File: src/rtl/pipe_hazard_ctrl.sv
// Pipeline stall/flush controller: per-stage stall, bubble and flush vectors from stall/redirect requests.
// Zero-latency combinational outputs; redirects blocked by an older stall are held and issued on release.
module pipe_hazard_ctrl #(
  parameter int NUM_STAGES = 6,
  parameter int TIMEOUT    = 1024,
  parameter int CNT_W      = 32,
  localparam int SW        = (NUM_STAGES > 1) ? $clog2(NUM_STAGES) : 1
) (
  input  logic                  clk,
  input  logic                  rst,
  input  logic [NUM_STAGES-1:0] stall_req,
  input  logic [NUM_STAGES-1:0] flush_req,
  output logic [NUM_STAGES-1:0] stall,
  output logic [NUM_STAGES-1:0] bubble,
  output logic [NUM_STAGES-1:0] flush,
  output logic                  redirect_valid,
  output logic [SW-1:0]         redirect_src,
  output logic                  flush_pending,
  output logic [CNT_W-1:0]      stall_cnt,
  output logic                  stall_timeout
);

  localparam int RW = $clog2(TIMEOUT + 1);

  logic [NUM_STAGES-1:0] pend_q, pend_d;
  logic [NUM_STAGES-1:0] eff;
  logic                  has_stall, has_flush, issue, any_stall;
  logic [SW-1:0]         hs_idx, f_idx;
  logic [RW-1:0]         run_cnt_q, run_cnt_d;
  logic [CNT_W-1:0]      stall_cnt_q, stall_cnt_d;
  logic                  timeout_q, timeout_d;

  // Stage 0 (PC) cannot redirect itself, so its flush bit is masked out.
  assign eff = (flush_req | pend_q) & ~NUM_STAGES'(1);

  always_comb begin
    has_stall = 1'b0;
    hs_idx    = '0;
    has_flush = 1'b0;
    f_idx     = '0;
    for (int k = 0; k < NUM_STAGES; k++) begin
      if (stall_req[k]) begin
        has_stall = 1'b1;
        hs_idx    = SW'(k);
      end
      if (eff[k]) begin
        has_flush = 1'b1;
        f_idx     = SW'(k);
      end
    end
  end

  // A redirect is only taken when every stalling stage is younger than it.
  assign issue = has_flush && (!has_stall || (hs_idx < f_idx));

  always_comb begin
    stall          = '0;
    bubble         = '0;
    flush          = '0;
    redirect_valid = 1'b0;
    redirect_src   = '0;
    flush_pending  = 1'b0;
    if (!rst) begin
      flush_pending = |pend_q;
      if (issue) begin
        redirect_valid = 1'b1;
        redirect_src   = f_idx;
        for (int j = 1; j < NUM_STAGES; j++) begin
          flush[j] = (SW'(j) < f_idx);
        end
      end else if (has_stall) begin
        for (int j = 0; j < NUM_STAGES; j++) begin
          stall[j] = (SW'(j) <= hs_idx);
          if (j > 0) begin
            bubble[j] = (SW'(j - 1) == hs_idx);
          end
        end
      end
    end
  end

  assign any_stall = |stall;

  always_comb begin
    pend_d = pend_q;
    if (issue) begin
      pend_d = '0;
    end else if (has_flush) begin
      for (int k = 0; k < NUM_STAGES; k++) begin
        pend_d[k] = (SW'(k) == f_idx);
      end
    end
  end

  always_comb begin
    stall_cnt_d = stall_cnt_q;
    run_cnt_d   = run_cnt_q;
    timeout_d   = timeout_q;
    if (any_stall) begin
      if (stall_cnt_q != '1) begin
        stall_cnt_d = stall_cnt_q + 1'b1;
      end
      if (run_cnt_q != RW'(TIMEOUT)) begin
        run_cnt_d = run_cnt_q + 1'b1;
      end
      if (run_cnt_q == RW'(TIMEOUT - 1)) begin
        timeout_d = 1'b1;
      end
    end else begin
      run_cnt_d = '0;
    end
  end

  always_ff @(posedge clk) begin
    if (rst) begin
      pend_q      <= '0;
      run_cnt_q   <= '0;
      stall_cnt_q <= '0;
      timeout_q   <= 1'b0;
    end else begin
      pend_q      <= pend_d;
      run_cnt_q   <= run_cnt_d;
      stall_cnt_q <= stall_cnt_d;
      timeout_q   <= timeout_d;
    end
  end

  assign stall_cnt     = stall_cnt_q;
  assign stall_timeout = timeout_q;

endmodule

File: config.mk
export PLATFORM = sky130hd
export DESIGN_NAME = pipe_hazard_ctrl
export DESIGN_NICKNAME = d
export VERILOG_FILES = /design/src/rtl/pipe_hazard_ctrl.sv
export SDC_FILE = /design/constraint.sdc
export NUM_CORES = 1
export LEC_CHECK = 0
export ABC_CLOCK_PERIOD_IN_PS = 5500
export BUFFER_PORTS_ARGS = -buffer_cell sky130_fd_sc_hd__buf_2
export CAP_MARGIN = 20
export CORE_MARGIN = 2
export CORE_UTILIZATION = 40
export DETAILED_ROUTE_END_ITERATION = 10
export PLACE_DENSITY_LB_ADDON = 0.3
export SYNTH_ARGS = -nofsm -noshare
export SYNTH_HDL_FRONTEND = slang
export SYNTH_SLANG_ARGS = --single-unit
File: constraint.sdc
create_clock -name clk -period 5.5 [get_ports clk]
set_input_delay 1.65 -clock clk [delete_from_list [all_inputs] [get_ports clk]]
set_output_delay 1.65 -clock clk [all_outputs]
set_load 0.02 [all_outputs]
==> qor.txt <==
=================================================================================
Core area ..........................................................     6422 µm²
Maximum operating frequency ........................................    181.9 MHz
Most used flip-flop cell after synthesis ...........................      dfxtp_1
Cell type with the highest occurrence count on the critical path ...        buf_6
Final critical delay including setup and external delays ...........     5.499 ns
Dominant cell by count in the synthesized netlist ..................      dfxtp_1
Worst-case register-to-register setup slack ........................      2.31 ns
Termination of the worst setup path ................................     stall[3]
Gate count after technology mapping ................................          342
Clock latency on the worst-skew pair ...............................      0.31 ns
Pre-antenna DRT Iters ..............................................            8
Endpoints failing hold .............................................            0
First-pass GRT wire length .........................................     10.87 mm
Number of buffers and inverters on the critical path ...............            3
Number of enable-type register cells in the synthesized netlist ....            0
Data arrival at the endpoint of the critical path ..................      3.85 ns
Antenna violations before repair ...................................            0
Average routed wire per standard cell ..............................     13.65 µm
Ranking of synthesized cells by area ............................... dfxtp_1 (37%), nor2_1 (6.6%), a21oi_1 (5.4%), or3_1 (4.9%), nand2_1 (4.1%)
Violated checks ....................................................          DRC
Global route total overflow ........................................            0
Ratio of total power to cell area .................................. 224.2 nW/µm²
Setup TNS ..........................................................         0 ns
Via Count ..........................................................         2757
Initial core utilization ...........................................       41.61%
Yosys synthesis warning count ......................................            0
Horiz. Die Dim .....................................................     85.74 µm
Non-filler instance count after layout .............................          501
Actual transition at the worst max-transition pin ..................    0.6151 ns
Area leader, netlist ...............................................      dfxtp_1
Compound-cell area share of the yosys netlist ......................       15.87%
Post-synthesis cell type count .....................................           48
Period utilisation layout ..........................................       99.98%
Peak supply drop ...................................................    0.1291 mV
Worst Path Required ................................................      3.85 ns
Input/output buffers ...............................................           65
Avg Vias per Cell ..................................................        5.503
Average footprint of a synthesized cell ............................    7.815 µm²
RSZ-0062 raised after global routing ...............................          yes
Number of placed instances, taps included ..........................          487
Number of placement rows ...........................................           29
Tot Pwr ............................................................  0.0007777 W
Origin of the worst setup path ..................................... flush_req[4]
Capturing element type of the critical path ........................ primary output
WP depth ...........................................................           13
H-tree Lvls ........................................................            2
Chip height ........................................................     85.74 µm
Area delta synth->final ............................................       29.78%
Die footprint ......................................................     7351 µm²
Share of async-settable or async-resettable flops after synthesis ..           0%
Post-route ant nets ................................................            0
Ratio of cells with drive above 1 in the final layout ..............       30.66%
Worst hold slack after final layout ................................    0.4758 ns
Post-synthesis sequential area ratio ...............................       37.45%
Setup Skew .........................................................   0.01210 ns
Kind of cell with the highest combined delay on the critical path .. simple AND/OR/NAND/NOR gates
Nature of the critical path startpoint ............................. primary input
DRC errors left ....................................................            8
Antenna diode count ................................................            0
Number of buffers inserted during clock tree synthesis .............            5
Normalized max-slew margin .........................................       58.68%
CTS Root Buffer Type ...............................................     clkbuf_8
Number of synthesized register bits ................................           50
Main combinational cell family by area after synthesis ............. simple AND/OR/NAND/NOR gates
Synth top cells by count ........................................... dfxtp_1 (50), nor2_1 (47), a21oi_1 (29), nand2_1 (29), or3_1 (21)
Global placer's final weighted congestion ..........................       0.8104
Critical-path top delay cell .......................................         ha_4
Detailed Route WL ..................................................     6.839 mm
RR Endpoint ........................................................ stall_cnt[7]
Detailed Route Iter0 Violations ....................................           99
Leakage power of the design ........................................     1.357 nW
Fillers ............................................................          609
Total count of max-transition violations in the final report .......            0
Class of the most critical hold timing path ........................      reg2reg
Crit path max fanout ...............................................            4
Multiplexer area fraction after synthesis ..........................       1.779%
Post-detailed-placement half-perimeter wirelength ..................     4.726 mm
Xor/xnor share of the synthesized area .............................       3.605%
Reg2Reg Launch Point ...............................................    pend_q[4]
Vias in the first global route .....................................         2410
Pin count of the biggest net entering global routing ...............           35
Length in cells of the worst reg-to-reg path .......................           12
Hold path start .................................................... stall_timeout
Register clock-pin slew on the reported worst setup and hold paths .      0.10 ns
Run status ......................................................... finished, violations left
Final nets .........................................................          442
Post-synthesis instance area .......................................     2673 µm²
Final setup violation count ........................................            0
Buffer depth of the longest clock path .............................            2
Critical path start-end classification .............................       in2out
Sinks on Clock Net .................................................           50
Largest stage delay, worst path ....................................      0.29 ns
Top Ports ..........................................................           70
Fraction of the mapped netlist area in simple logic gates ..........       32.40%
Hold-fix buffer count after cts ....................................            0
Max-cap violation count ............................................            0
Post-Synth Adder-Cell Area .........................................       2.341%
CTS tree ...........................................................          yes
Crit-path cells .................................................... buf_6 > or2_4 > nor3_4 > nand2_2 > ha_4 > nor4bb_4 > o221ai_2 > o211ai_1 > a21oi_2 > or2_4 > buf_6 > nor2_4 > buf_6
Total Routing Usage GR .............................................       17.96%
Synth top area share ...............................................       37.45%
=================================================================================
==> kinds of logic after synthesis <==
| logic type | count (synthesis) |
|---|---|
| buffers and inverters | 33 |
| adders and majority gates | 5 |
| AOI/OAI and AO/OA | 71 |
| and+or+nand+nor | 167 |
| muxes | 4 |
| other | 1 |
| xor gates and xnor gates | 11 |
| DFF | 50 |
==> placed cells by master, fill, tap and decap left out, types with 7 or more instances in the layout <==
| cell | synthesis | routed |
|---|---|---|
| a21oi_1 | 29 | 27 |
| buf_2 | 0 | 56 |
| buf_4 | 4 | 24 |
| buf_6 | 2 | 9 |
| dfxtp_1 | 50 | 50 |
| inv_1 | 16 | 15 |
| nand2_1 | 29 | 27 |
| nand3_1 | 14 | 14 |
| nand4_1 | 13 | 13 |
| nor2_1 | 47 | 41 |
| o21ai_0 | 17 | 17 |
| or3_1 | 21 | 21 |
| or4_1 | 7 | 7 |
==> registers in the layout, indices dropped and copies added (netlist names) <==
name,cells
pend_q,6
stall_cnt,32
run_cnt_q,11
stall_timeout,1
==> worst register-to-register path: cells and delay by family (launching register included) <==
| family | cells | cell delay, ns |
|---|---|---|
| compound gates | 4 | 0.69 |
| fa+ha+maj | 1 | 0.29 |
| buf+inv | 2 | 0.55 |
| flops | 1 | 0.35 |
| simple gates | 5 | 1.27 |
==> stage by stage <==
step                area (µm²)  util, %  setup slack (ns)
detailed placement        3173    49.41           -0.1334
global placement          3173    49.41          -0.09788
global route              3468    54.00          -0.09164
CTS                       3311    51.55          0.005228
floorplan                 2738        -          0.004720
finish                    3468    54.00          0.001203
==> power by group <==
group          internal (W)  switching [W]
Clock              0.000104       0.000131
Sequential         0.000367     0.00000856
Combinational     0.0000697      0.0000973
==> worst min path at each step <==
| stage | endpoint | cells past startpoint |
|---|---|---|
| detailed placement | stall_timeout | 2 |
| global placement | stall_timeout | 2 |
| floorplan | pend_q[0] | 1 |
| finish | stall_timeout | 2 |
| CTS | stall_timeout | 2 |
| global route | stall_timeout | 2 |
==> what timing repair did <==
item	in CTS	in global routing
gates resized for setup	7	28
buffers inserted	2	5
setup endpoints to repair	9	18
pin swaps	4	11
==> cell type report <==
cell class | instances | area, µm² | share of cell area [%]
Clock buffer | 6 | 82.58 | 2.381
Clock inverter | 2 | 16.27 | 0.4690
Inverter | 16 | 60.06 | 1.732
Multi-Input combinational cell | 261 | 1650 | 47.58
Sequential cell | 50 | 1001 | 28.86
Tap cell | 77 | 96.34 | 2.778
Timing Repair Buffer | 89 | 561.8 | 16.20
==> metal layers <==
metal / share of wire, % / up-vias / track usage [%]
li1: - / 1397 / -
met1: 46 / 1292 / 22.72
met2: 49 / 64 / 30.75
met3: 4.1 / 4 / 3.369
met4: 0.82 / 0 / 6.061
met5: 0 / - / 0
No activity file was read; power rests on OpenSTA's default activity.
